===== config.mk =====
export PLATFORM = sky130hd
export DESIGN_NAME = pipe_scheduler
export DESIGN_NICKNAME = d
export VERILOG_FILES = /design/src/rtl/pipe_pkg.sv /design/src/rtl/pipe_tick_div.sv /design/src/rtl/pipe_scheduler.sv
export SDC_FILE = /design/constraint.sdc
export NUM_CORES = 1
export LEC_CHECK = 0
export BUFFER_PORTS_ARGS = -buffer_cell sky130_fd_sc_hd__buf_2
export CAP_MARGIN = 10
export CELL_PAD_IN_SITES_DETAIL_PLACEMENT = 0
export CELL_PAD_IN_SITES_GLOBAL_PLACEMENT = 1
export CORE_UTILIZATION = 48
export DETAILED_ROUTE_END_ITERATION = 6
export GPL_ROUTABILITY_DRIVEN = 0
export HOLD_SLACK_MARGIN = 0.05
export PLACE_DENSITY_LB_ADDON = 0.15
export SYNTH_ARGS = -nofsm -noshare
export SYNTH_HDL_FRONTEND = slang
export SYNTH_SLANG_ARGS = --single-unit
export TNS_END_PERCENT = 20

===== constraint.sdc =====
create_clock -name Clock -period 5.6 [get_ports Clock]
set_clock_uncertainty 0.05 [all_clocks]
set_input_delay 0 -clock Clock [delete_from_list [all_inputs] [get_ports Clock]]
set_output_delay 0 -clock Clock [all_outputs]
set_load 0.02 [all_outputs]

===== src/rtl/pipe_pkg.sv =====
// Shared types and constants for the pipe scroll-field scheduler.
package pipe_pkg;

    typedef enum logic [1:0] {
        IDLE = 2'd0,
        GAP  = 2'd1,
        PIPE = 2'd2
    } sched_state_t;

    // Field height: one bit per row of the 16x16 scroll field.
    localparam int ROWS = 16;

    // Fibonacci taps for x^16+x^14+x^13+x^11+1 with the register shifting
    // toward bit 0: exponents 16,14,13,11 land on bits 0,2,3,5.
    localparam logic [15:0] LFSR_TAPS = 16'h002D;

    // One LFSR step: XOR of the tapped bits enters at the top.
    function automatic logic [15:0] lfsr_next(input logic [15:0] cur);
        return {^(cur & LFSR_TAPS), cur[15:1]};
    endfunction

endpackage


===== src/rtl/pipe_tick_div.sv =====
// Column-shift period divider: counts 0..P-1 while running and raises tick
// on the terminal count. P = TICK_BASE >> speed is re-sampled at every wrap
// and while cleared, so a speed change lands on the next period boundary.
module pipe_tick_div #(
    parameter int TICK_BASE = 2_000_000
) (
    input  logic       Clock,
    input  logic       RST,
    input  logic       clr,
    input  logic       run,
    input  logic [1:0] speed,
    output logic       tick
);

    localparam int CNT_W = $clog2(TICK_BASE + 1);

    logic [CNT_W-1:0] cnt_p0;
    logic [CNT_W-1:0] period_p0;
    logic [CNT_W-1:0] period_sel;
    logic             at_end;

    assign period_sel = CNT_W'(TICK_BASE >> speed);
    assign at_end     = (cnt_p0 == period_p0 - CNT_W'(1));
    assign tick       = run && !clr && at_end;

    // Period counter: clear wins, then wrap on tick, else advance while running.
    always_ff @(posedge Clock) begin
        if (!RST) begin
            cnt_p0    <= '0;
            period_p0 <= CNT_W'(TICK_BASE);
        end else if (clr) begin
            cnt_p0    <= '0;
            period_p0 <= period_sel;
        end else if (tick) begin
            cnt_p0    <= '0;
            period_p0 <= period_sel;
        end else if (run) begin
            cnt_p0    <= cnt_p0 + CNT_W'(1);
        end
    end

endmodule


===== src/rtl/pipe_scheduler.sv =====
// Pipe scroll-field sequencer: emits GAP_W empty columns then PIPE_W pipe
// columns with an LFSR-placed opening, one column per shift pulse, and
// counts completed pipes.
module pipe_scheduler
    import pipe_pkg::*;
#(
    parameter int          TICK_BASE = 2_000_000,
    parameter int          GAP_W     = 6,
    parameter int          PIPE_W    = 2,
    parameter int          OPEN_H    = 4,
    parameter logic [15:0] LFSR_SEED = 16'hACE1
) (
    input  logic            Clock,
    input  logic            RST,
    input  logic            start,
    input  logic            freeze,
    input  logic [1:0]      speed,
    output logic            shift_en,
    output logic [ROWS-1:0] genPipes,
    output logic [7:0]      pipe_count
);

    localparam int COL_MAX = (GAP_W > PIPE_W) ? GAP_W : PIPE_W;
    localparam int COL_W   = $clog2(COL_MAX + 1);
    localparam int OFF_MOD = 15 - OPEN_H;

    // Opening start row: 1 + (raw mod (15-OPEN_H)), keeping rows 0 and 15 solid.
    function automatic logic [3:0] offset_of(input logic [3:0] raw);
        return 4'(1 + (int'(raw) % OFF_MOD));
    endfunction

    // Pipe column: solid except the OPEN_H rows starting at off.
    function automatic logic [ROWS-1:0] mask_of(input logic [3:0] off);
        logic [ROWS-1:0] m;
        for (int r = 0; r < ROWS; r++) begin
            m[r] = !((r >= int'(off)) && (r < int'(off) + OPEN_H));
        end
        m[0]      = 1'b1;
        m[ROWS-1] = 1'b1;
        return m;
    endfunction

    // Pipe counter increment that sticks at 255.
    function automatic logic [7:0] sat_inc(input logic [7:0] c);
        return (c == 8'hFF) ? c : c + 8'd1;
    endfunction

    sched_state_t    state_p0, state_nx;
    logic [COL_W-1:0] col_p0, col_nx;
    logic [15:0]     lfsr_p0, lfsr_nx;
    logic [3:0]      off_p0, off_nx;
    logic            shift_en_p0, shift_en_nx;
    logic [ROWS-1:0] gen_p0, gen_nx;
    logic [7:0]      count_p0, count_nx;

    logic            tick_clr;
    logic            tick;

    // Counter sits cleared whenever the game is not actively scrolling.
    assign tick_clr = (state_p0 == IDLE) || !start;

    pipe_tick_div #(
        .TICK_BASE (TICK_BASE)
    ) u_tick (
        .Clock (Clock),
        .RST   (RST),
        .clr   (tick_clr),
        .run   (!freeze),
        .speed (speed),
        .tick  (tick)
    );

    // State and output registers; shift_en and the column update together.
    always_ff @(posedge Clock) begin
        if (!RST) begin
            state_p0    <= IDLE;
            col_p0      <= '0;
            lfsr_p0     <= LFSR_SEED;
            off_p0      <= 4'd1;
            shift_en_p0 <= 1'b0;
            gen_p0      <= '0;
            count_p0    <= '0;
        end else begin
            state_p0    <= state_nx;
            col_p0      <= col_nx;
            lfsr_p0     <= lfsr_nx;
            off_p0      <= off_nx;
            shift_en_p0 <= shift_en_nx;
            gen_p0      <= gen_nx;
            count_p0    <= count_nx;
        end
    end

    // Next-state: stop beats tick; freeze is already folded into tick.
    always_comb begin
        state_nx    = state_p0;
        col_nx      = col_p0;
        lfsr_nx     = lfsr_p0;
        off_nx      = off_p0;
        shift_en_nx = 1'b0;
        gen_nx      = gen_p0;
        count_nx    = count_p0;

        case (state_p0)
            IDLE: begin
                gen_nx = '0;
                if (start) begin
                    state_nx = GAP;
                    col_nx   = '0;
                    count_nx = '0;
                end
            end

            GAP: begin
                if (!start) begin
                    state_nx = IDLE;
                    col_nx   = '0;
                    gen_nx   = '0;
                end else if (tick) begin
                    shift_en_nx = 1'b1;
                    lfsr_nx     = lfsr_next(lfsr_p0);
                    gen_nx      = '0;
                    if (col_p0 == COL_W'(GAP_W - 1)) begin
                        state_nx = PIPE;
                        col_nx   = '0;
                        off_nx   = offset_of(lfsr_p0[3:0]);
                    end else begin
                        col_nx   = col_p0 + COL_W'(1);
                    end
                end
            end

            PIPE: begin
                if (!start) begin
                    state_nx = IDLE;
                    col_nx   = '0;
                    gen_nx   = '0;
                end else if (tick) begin
                    shift_en_nx = 1'b1;
                    lfsr_nx     = lfsr_next(lfsr_p0);
                    gen_nx      = mask_of(off_p0);
                    if (col_p0 == COL_W'(PIPE_W - 1)) begin
                        state_nx = GAP;
                        col_nx   = '0;
                        count_nx = sat_inc(count_p0);
                    end else begin
                        col_nx   = col_p0 + COL_W'(1);
                    end
                end
            end

            default: begin
                state_nx = IDLE;
                col_nx   = '0;
                gen_nx   = '0;
            end
        endcase
    end

    assign shift_en   = shift_en_p0;
    assign genPipes   = gen_p0;
    assign pipe_count = count_p0;

endmodule


==> results_dict.tcl, run 1 <==
set metrics [dict create \
    gr-total-overflow 0 \
    synth_cell_types 57 \
    worstSetupEndpoint "state_p0[0]" \
    postLayoutSetupSlackWorst_ns 2.14 \
    insertion_delay_ns 0.36 \
    path_class "flop to flop" \
    grt_pass1_vias 3815 \
    ioPinCount 31 \
    vdd_drop_max_v 0.000113 \
    crit_arrival_ns 3.68 \
    path_max_fanout 31 \
    r2r_start "u_tick.period_p0[12]" \
    endpoint_kind "flop" \
    ys_seq_area_frac 0.336 \
    worst_pin_slew_ns 1.08 \
    synthToLayoutAreaGrowth_pct 8.73 \
    syn_avg_cell_area_um2 8.29 \
    coreArea_mm2 0.00942 \
    power_per_cell_area_mw_per_mm2 224 \
    timing.hold.ws_ns 0.0899 \
    cts-htree-levels 3 \
    hold_viol 0 \
    hpwlAfterDp_um 7060 \
    drv_cap 0 \
    fp.dieW_um 102 \
    n_antenna_cell 0 \
    root_buffer "clkbuf_8" \
    synth_ff_type "dfxtp_1" \
    finalPower_mw 1.16 \
    synth_top_cell_by_area "dfxtp_1" \
    die_h_um 102 \
    synth_top_area_frac 0.336 \
    syn_nets 606 \
    status "completed" \
    clk_pin_slew_worst_paths_ns 0.08 \
    synthCells 574 \
    final_cell_mix "80 x dfxtp_1, 41 x a21oi_1, 37 x nor2_1, 35 x nand2_1" \
    drt_wl_total_um 10500 \
    fin_crit_ns 3.46 \
    fin_crit_sh 0.619 \
    antenna_found_initial 0 \
    min_path_type "input port to flop" \
    fp.dieArea_mm2 0.0103 \
    cts_sinks 80 \
    grt_first_pass_wirelength_um 18100 \
    firstDrtPassIters 4 \
    crit_start "u_tick.period_p0[12]" \
    synth_warnings 0 \
    fillerInstances 910 \
    reg2reg_setup_slack_ns 2.14 \
    cts_resized 0 \
    drive_above_1_share 0.108 \
    viasPerCell 5.80 \
    relSlewSlack 0.283 \
    drc 0 \
    cts_inserted_buffers 9 \
    setup_violations 0 \
    ys_ff_latch 80 \
    nets 612 \
    critPathLaunchType "flop" \
    drt_iter0_drc 175 \
    synthArstFlopShare 0 \
    start_util 0.506 \
    cts_tree "done" \
    setup_tns_ns 0 \
    regToRegEndpoint "state_p0[0]" \
    synth_area_leaders "dfxtp_1 34%, ha_1 6.8%, xnor2_1 4.8%" \
    portBuffers 30 \
    cp.required_ns 5.82 \
    final_common_cell "dfxtp_1" \
    wire_per_inst_um 14.8 \
    num_rows 35 \
    syn_area_mm2 0.00476 \
    p_leak_nw 1.85 \
    clock_path_buffers 2 \
    max_freq_mhz 289 \
    num_vias 4133 \
    rr_worst_depth 8 \
    ant_nets 0 \
    pre_cts_slack_ns 2.14 \
    slew_viol_final 0 \
    grtUsageTotal 0.221 \
    synth_edf_count 0 \
    grt_setup_unrepaired "no" \
    grt_max_degree 59 \
]
-- flip-flops by register name, indices dropped and copies added, names as in the netlist --
signal            count
u_tick.cnt_p0        21
lfsr_p0              16
genPipes             15
u_tick.period_p0     10
pipe_count            8
off_p0                4
col_p0                3
state_p0              2
shift_en              1
-- per-stage QoR --
step                instances  cell area (um2)   util
global route              713             5180  0.550
global placement          694             4920  0.522
detailed placement        694             4920  0.522
floorplan                 574             4760      -
finish                    713             5180  0.550
CTS                       713             5180  0.550
-- final cells by class --
cell class              instances  area [um2]  area share
flip-flops and latches         80        1600       0.309
multi-input cells             429        2890       0.558
clock inverters                 3        65.1      0.0126
inverters                      22        82.6      0.0160
well taps                     129         161      0.0312
clock buffers                  12         155      0.0300
repair buffers                 38         220      0.0425
-- worst min path at each step --
stage / slack (ns) / depth (start not counted) / to / startpoint
floorplan: 0.09 / 2 / u_tick.cnt_p0[0] / freeze
global placement: 0.27 / 3 / u_tick.cnt_p0[0] / freeze
detailed placement: 0.29 / 3 / u_tick.cnt_p0[0] / freeze
CTS: 0.09 / 2 / lfsr_p0[0] / RST
global route: 0.12 / 2 / lfsr_p0[0] / RST
finish: 0.09 / 2 / off_p0[0] / RST
-- cell families after synthesis --
kind of cell | after synthesis | share of synthesized area
XOR/XNOR | 42 | 0.0773
AO/OA/AOI/OAI | 137 | 0.182
flip-flops | 80 | 0.336
buffers and inverters | 65 | 0.0583
AND/OR/NAND/NOR | 207 | 0.241
adder cells (fa/ha/maj) | 26 | 0.0683
multiplexers | 17 | 0.0368
-- synthesized netlist by cell type (all sizes together), types with 11 or more instances --
master  instances
a21oi          41
and3           12
buf            14
clkbuf         29
dfxtp          80
ha             26
inv            22
mux2i          13
nand2          35
nand2b         12
nand3          22
nand4          30
nor2           38
nor3           11
o211ai         24
o21ai          29
xnor2          26
xor2           16
-- routing by layer --
metal  vias up  wire, um  GRT usage
li1       2088         -          -
met1      1963      5160      0.297
met2        67      4850      0.357
met3        15       346     0.0331
met4         0       184     0.0881
met5         -         0          0
-- where the power goes --
group / internal (mW) / switching, mW / leakage [nW]
Sequential: 0.575 / 0.0121 / 0.647
Clock: 0.273 / 0.203 / 0.112
Combinational: 0.0367 / 0.0585 / 1.09
Total: 0.884 / 0.274 / 1.85
-- critical path: stages, from the launching register on --
cell	delay [ns]
dfxtp_1	0.43
inv_1	0.10
ha_1	0.31
or3b_2	0.49
or3_1	0.31
a21oi_1	0.30
o21a_1	0.87
nand3_1	0.25
a211oi_1	0.27
-- what timing repair did --
action	CTS	global route
setup buffers	0	0
hold buffers	4	0
endpoints found under the hold margin	8	0
No activity file was read; power rests on OpenSTA's default activity.
==> inputs of run 2 (changes only) <==
--- a/config.mk
+++ b/config.mk
@@ -9,7 +9,7 @@
 export CAP_MARGIN = 10
 export CELL_PAD_IN_SITES_DETAIL_PLACEMENT = 0
 export CELL_PAD_IN_SITES_GLOBAL_PLACEMENT = 1
-export CORE_UTILIZATION = 48
+export CORE_UTILIZATION = 42
 export DETAILED_ROUTE_END_ITERATION = 6
 export GPL_ROUTABILITY_DRIVEN = 0
 export HOLD_SLACK_MARGIN = 0.05
==> constraint.sdc (replaced) <==
create_clock -name Clock -period 3 [get_ports Clock]
set_clock_uncertainty 0.05 [all_clocks]
set_input_delay 0 -clock Clock [delete_from_list [all_inputs] [get_ports Clock]]
set_output_delay 0 -clock Clock [all_outputs]
set_load 0.02 [all_outputs]
==> run 2 against run 1 <==
Cell area is 5.7% higher. Die area rose by 14%. Via count is 0.97% higher. Maximum frequency increased by 23%. Total power increased by 120%. Global-route usage fell by 1.6 points. Largest power group is now clock. Critical path depth is the same. Setup slack got worse by 2.0 ns. Critical endpoint is now lfsr_p0[11]. Non-clock buffer count rose by 18. Combinational power grew 120%. Worst hold slack better by 0.32 ns. Sequential share of layout area shrank 1.7 points.
==> results_dict.tcl, run 2 (same netlist as run 1, synthesis figures left out) <==
set metrics [dict create \
    path_class "flop to flop" \
    drc 0 \
    drv_cap 0 \
    die_h_um 108 \
    wire_per_inst_um 15.2 \
    hold_viol 0 \
    path_max_fanout 26 \
    slew_viol_final 0 \
    nets 630 \
    grt_setup_unrepaired "no" \
    ioPinCount 31 \
    min_path_type "flop to flop" \
    setup_violations 0 \
    largest_register "u_tick.cnt_p0" \
    gr-total-overflow 0 \
    hpwlAfterDp_um 7710 \
    antenna_found_initial 0 \
    grt_pass1_vias 3987 \
    start_util 0.435 \
    final_common_cell "dfxtp_1" \
    grt_max_degree 38 \
    critPathLaunchType "flop" \
    max_stage_delay_ns 0.67 \
    fp.dieArea_mm2 0.0118 \
    relSlewSlack 0.577 \
    n_antenna_cell 0 \
    drt_iter0_drc 300 \
    viasPerCell 5.62 \
    grtUsageTotal 0.205 \
    crit_arrival_ns 3.04 \
    max_freq_mhz 354 \
    firstDrtPassIters 4 \
    clock_path_buffers 2 \
    cts_sinks 80 \
    final_cell_mix "79 x dfxtp_1, 40 x a21oi_1, 37 x nor2_1, 35 x nand2_1" \
    worst_pin_slew_ns 0.635 \
    final_core_util 0.500 \
    clk_pin_slew_worst_paths_ns 0.06 \
    fin_crit_ns 2.83 \
    num_vias 4173 \
    endpoint_kind "flop" \
    vdd_drop_max_v 0.000315 \
    drt_wl_total_um 11300 \
    cp_slowest_cell "or4_4" \
    finalPower_mw 2.49 \
    status "completed" \
    root_buffer "clkbuf_16" \
    synthToLayoutAreaGrowth_pct 15.0 \
    ant_nets 0 \
    drive_above_1_share 0.140 \
    coreArea_mm2 0.0109 \
    cts_tree "done" \
    fin_crit_sh 0.942 \
    setup_tns_ns 0 \
    num_rows 38 \
    power_per_cell_area_mw_per_mm2 455 \
    largest_reg_flops 21 \
    path_cells "ha_1 > and4b_1 > nand4_1 > a211o_1 > or4_4 > buf_4 > or2_2 > o211ai_1" \
    fp.dieW_um 108 \
    grt_first_pass_wirelength_um 19100 \
    cp.required_ns 3.21 \
    cts-htree-levels 3 \
    p_leak_nw 2.00 \
    cts_inserted_buffers 9 \
    insertion_delay_ns 0.34 \
    portBuffers 30 \
]
[run 2: final timing paths]
path         slack (ns)          end  cells after the start        startpoint
max                0.17  lfsr_p0[11]                      8  u_tick.cnt_p0[0]
min                0.41   lfsr_p0[3]                      2        lfsr_p0[4]
max reg2reg        0.17  lfsr_p0[11]                      8  u_tick.cnt_p0[0]
min reg2reg        0.41   lfsr_p0[3]                      2        lfsr_p0[4]
[run 2: layout make-up]
class,count,area [um2]
Clock buffer,12,256
Clock inverter,3,65.1
Fill cell,1068,5460
Inverter,22,82.6
Multi-Input combinational cell,429,2910
Sequential cell,80,1600
Tap cell,140,175
Timing Repair Buffer,56,383
[run 2: what timing repair did]
action	CTS	global route
resized for setup	0	5
setup endpoints to repair	0	25
buffers inserted	0	0
hold buffers	5	0
hold endpoints to repair	8	0
[run 2: where the power goes]
group          switching, mW  internal, mW
Sequential            0.0179          1.07
Clock                  0.424         0.768
Combinational          0.122        0.0839
[run 2: stage by stage]
| stage | instances | hold WS (ns) | setup slack [ns] | cell area [um2] |
|---|---|---|---|---|
| after global placement | 722 | 0.276 | 0.228 | 5080 |
| after floorplan | 574 | 0.0908 | 0.248 | 4760 |
| after global routing | 742 | 0.438 | 0.0114 | 5470 |
| after detailed placement | 722 | 0.299 | 0.143 | 5080 |
| final | 742 | 0.412 | 0.174 | 5470 |
| after CTS | 742 | 0.420 | 0.124 | 5450 |
[run 2: routing by layer]
metal / track usage / part of all wire
met5: 0 / 0
met4: 0.0965 / 0.011
met3: 0.0325 / 0.030
met2: 0.307 / 0.45
met1: 0.287 / 0.51
[run 2: worst max-delay path: cells and delay by family (launching register included)]
kind            cells  cell delay [ns]
simple gates        4             1.37
compound gates      2             0.47
fa+ha+maj           1             0.22
flops               1             0.36
buf+inv             1             0.27
==> inputs of run 3 (changes only) <==
--- a/config.mk
+++ b/config.mk
@@ -9,7 +9,8 @@
 export CAP_MARGIN = 10
 export CELL_PAD_IN_SITES_DETAIL_PLACEMENT = 0
 export CELL_PAD_IN_SITES_GLOBAL_PLACEMENT = 1
-export CORE_UTILIZATION = 42
+export CORE_UTILIZATION = 43
+export CTS_BUF_LIST = sky130_fd_sc_hd__clkbuf_4 sky130_fd_sc_hd__clkbuf_8
 export DETAILED_ROUTE_END_ITERATION = 6
 export GPL_ROUTABILITY_DRIVEN = 0
 export HOLD_SLACK_MARGIN = 0.05
==> constraint.sdc (replaced) <==
create_clock -name Clock -period 3 [get_ports Clock]
set_clock_uncertainty 0.05 [all_clocks]
set_input_delay 0.45 -clock Clock [delete_from_list [all_inputs] [get_ports Clock]]
set_output_delay 0.45 -clock Clock [all_outputs]
set_load 0.02 [all_outputs]
==> run 3 against run 2 <==
Routed wire length grew 2.4%. Sequential share of layout area grew 0.69 points. Combinational power decreased by 3%. Critical path type unchanged. Count of clock-buffer cells in the layout shrank 3. Non-clock buffer count is 8 lower. Maximum frequency decreased by 0.98%. Register-to-register slack worse by 0.03 ns.
==> results_dict.tcl, run 3 (same netlist as run 1, synthesis figures left out) <==
set metrics [dict create \
    nets 624 \
    r2r_start "u_tick.period_p0[7]" \
    ant_nets 0 \
    regToRegEndpoint "lfsr_p0[15]" \
    grtUsageTotal 0.204 \
    drt_iter0_drc 208 \
    power_per_cell_area_mw_per_mm2 425 \
    coreArea_mm2 0.0108 \
    grt_first_pass_wirelength_um 18700 \
    drv_cap 0 \
    clock_path_buffers 2 \
    fillerInstances 1058 \
    synthToLayoutAreaGrowth_pct 12.3 \
    wire_per_inst_um 15.7 \
    hold_start "freeze" \
    start_util 0.441 \
    critPathLaunchType "flop" \
    drt_wl_total_um 11500 \
    crit_start "u_tick.period_p0[7]" \
    drc 0 \
    max_stage_delay_ns 0.60 \
    largest_reg_flops 21 \
    grt_max_degree 38 \
    critPathBufInv 1 \
    finalPower_mw 2.27 \
    reg2reg_setup_slack_ns 0.15 \
    endpoint_kind "flop" \
    gr-total-overflow 0 \
    grt_pass1_vias 3912 \
    final_cell_mix "79 x dfxtp_1, 41 x a21oi_1, 37 x nor2_1, 35 x nand2_1" \
    die_h_um 107 \
    max_freq_mhz 350 \
    placed_cell_area_mm2 0.00507 \
    clk_pin_slew_worst_paths_ns 0.09 \
    path_common_cell "o211ai_1" \
    worst_pin_slew_ns 1.06 \
    root_buffer "clkbuf_8" \
    slew_viol_final 0 \
    ioPinCount 31 \
    p_leak_nw 1.93 \
    postCtsSetupBuffers 0 \
    largest_register "u_tick.cnt_p0" \
    pre_cts_slack_ns 0.137 \
    cp_slowest_cell "or4_4" \
    setup_violations 0 \
    cts_resized 0 \
    critPathTopFamily "simple AND/OR/NAND/NOR gates" \
    fin_crit_sh 0.951 \
    postLayoutSetupSlackWorst_ns 0.146 \
    path_max_fanout 29 \
    num_rows 38 \
    cts-htree-levels 3 \
    viasPerCell 5.80 \
    hold_viol 0 \
    final_common_cell "dfxtp_1" \
    whs_path_depth 3 \
    status "completed" \
    fp.dieW_um 107 \
    cts_hold_buf 0 \
    timing.hold.ws_ns 0.362 \
    fp.dieArea_mm2 0.0115 \
    cp.required_ns 3.25 \
    hpwlAfterDp_um 7650 \
    hold_path_end "u_tick.cnt_p0[0]" \
    vdd_drop_max_v 0.000296 \
    insertion_delay_ns 0.37 \
    drive_above_1_share 0.141 \
    final_core_util 0.495 \
    path_cells "or3_4 > nor4_4 > o211ai_1 > or4_4 > buf_4 > or2_2 > o211ai_1" \
    dpl.cell_count 719 \
    antenna_found_initial 0 \
    fin_crit_ns 2.85 \
    firstDrtPassIters 4 \
    cts_sinks 80 \
    path_class "flop to flop" \
    min_path_type "input port to flop" \
    num_vias 4274 \
    rr_worst_depth 7 \
    cts_inserted_buffers 9 \
    portBuffers 30 \
    final_cells 737 \
    relSlewSlack 0.293 \
    cts_tree "done" \
    n_antenna_cell 0 \
    finish.instance_area_mm2 0.00535 \
    setup_tns_ns 0 \
    crit_arrival_ns 3.11 \
]
-- run 3: worst max path at each step --
stage	to	slack, ns	depth (start not counted)
2_1_floorplan	genPipes[13]	0.25	10
3_3_place_gp	lfsr_p0[11]	0.19	7
3_5_place_dp	lfsr_p0[11]	0.14	7
4_1_cts	lfsr_p0[15]	0.11	7
5_1_grt	lfsr_p0[15]	-0.04	9
6_report	lfsr_p0[15]	0.15	7
-- run 3: final cells by class --
type | instances | area [um2] | share of cell area
inverter | 22 | 82.6 | 0.0154
tap | 140 | 175 | 0.0328
multi-input combinational | 431 | 2920 | 0.546
clock buffer | 9 | 124 | 0.0232
clock inverter | 7 | 120 | 0.0225
sequential | 80 | 1600 | 0.300
timing repair buffer | 48 | 323 | 0.0604
-- run 3: power by group --
part,leakage [nW],internal [mW],switching [mW],total [mW]
combinational,1.16,0.0752,0.123,0.198
sequential,0.648,1.07,0.0188,1.09
clock,0.119,0.554,0.426,0.979
total,1.93,1.70,0.568,2.27
-- run 3: worst register-to-register path, cell delays in order (launching register included) --
cell and delay [ns]:
dfxtp_1 0.44, or3_4 0.45, nor4_4 0.29, o211ai_1 0.21
or4_4 0.60, buf_4 0.26, or2_2 0.33, o211ai_1 0.15
-- run 3: per-layer routing --
| layer | vias to the layer above | track usage | part of all wire |
|---|---|---|---|
| li1 | 2125 | - | - |
| met1 | 2045 | 0.266 | 0.49 |
| met2 | 82 | 0.327 | 0.45 |
| met3 | 22 | 0.0340 | 0.033 |
| met4 | 0 | 0.0998 | 0.025 |
| met5 | - | 0 | 0 |
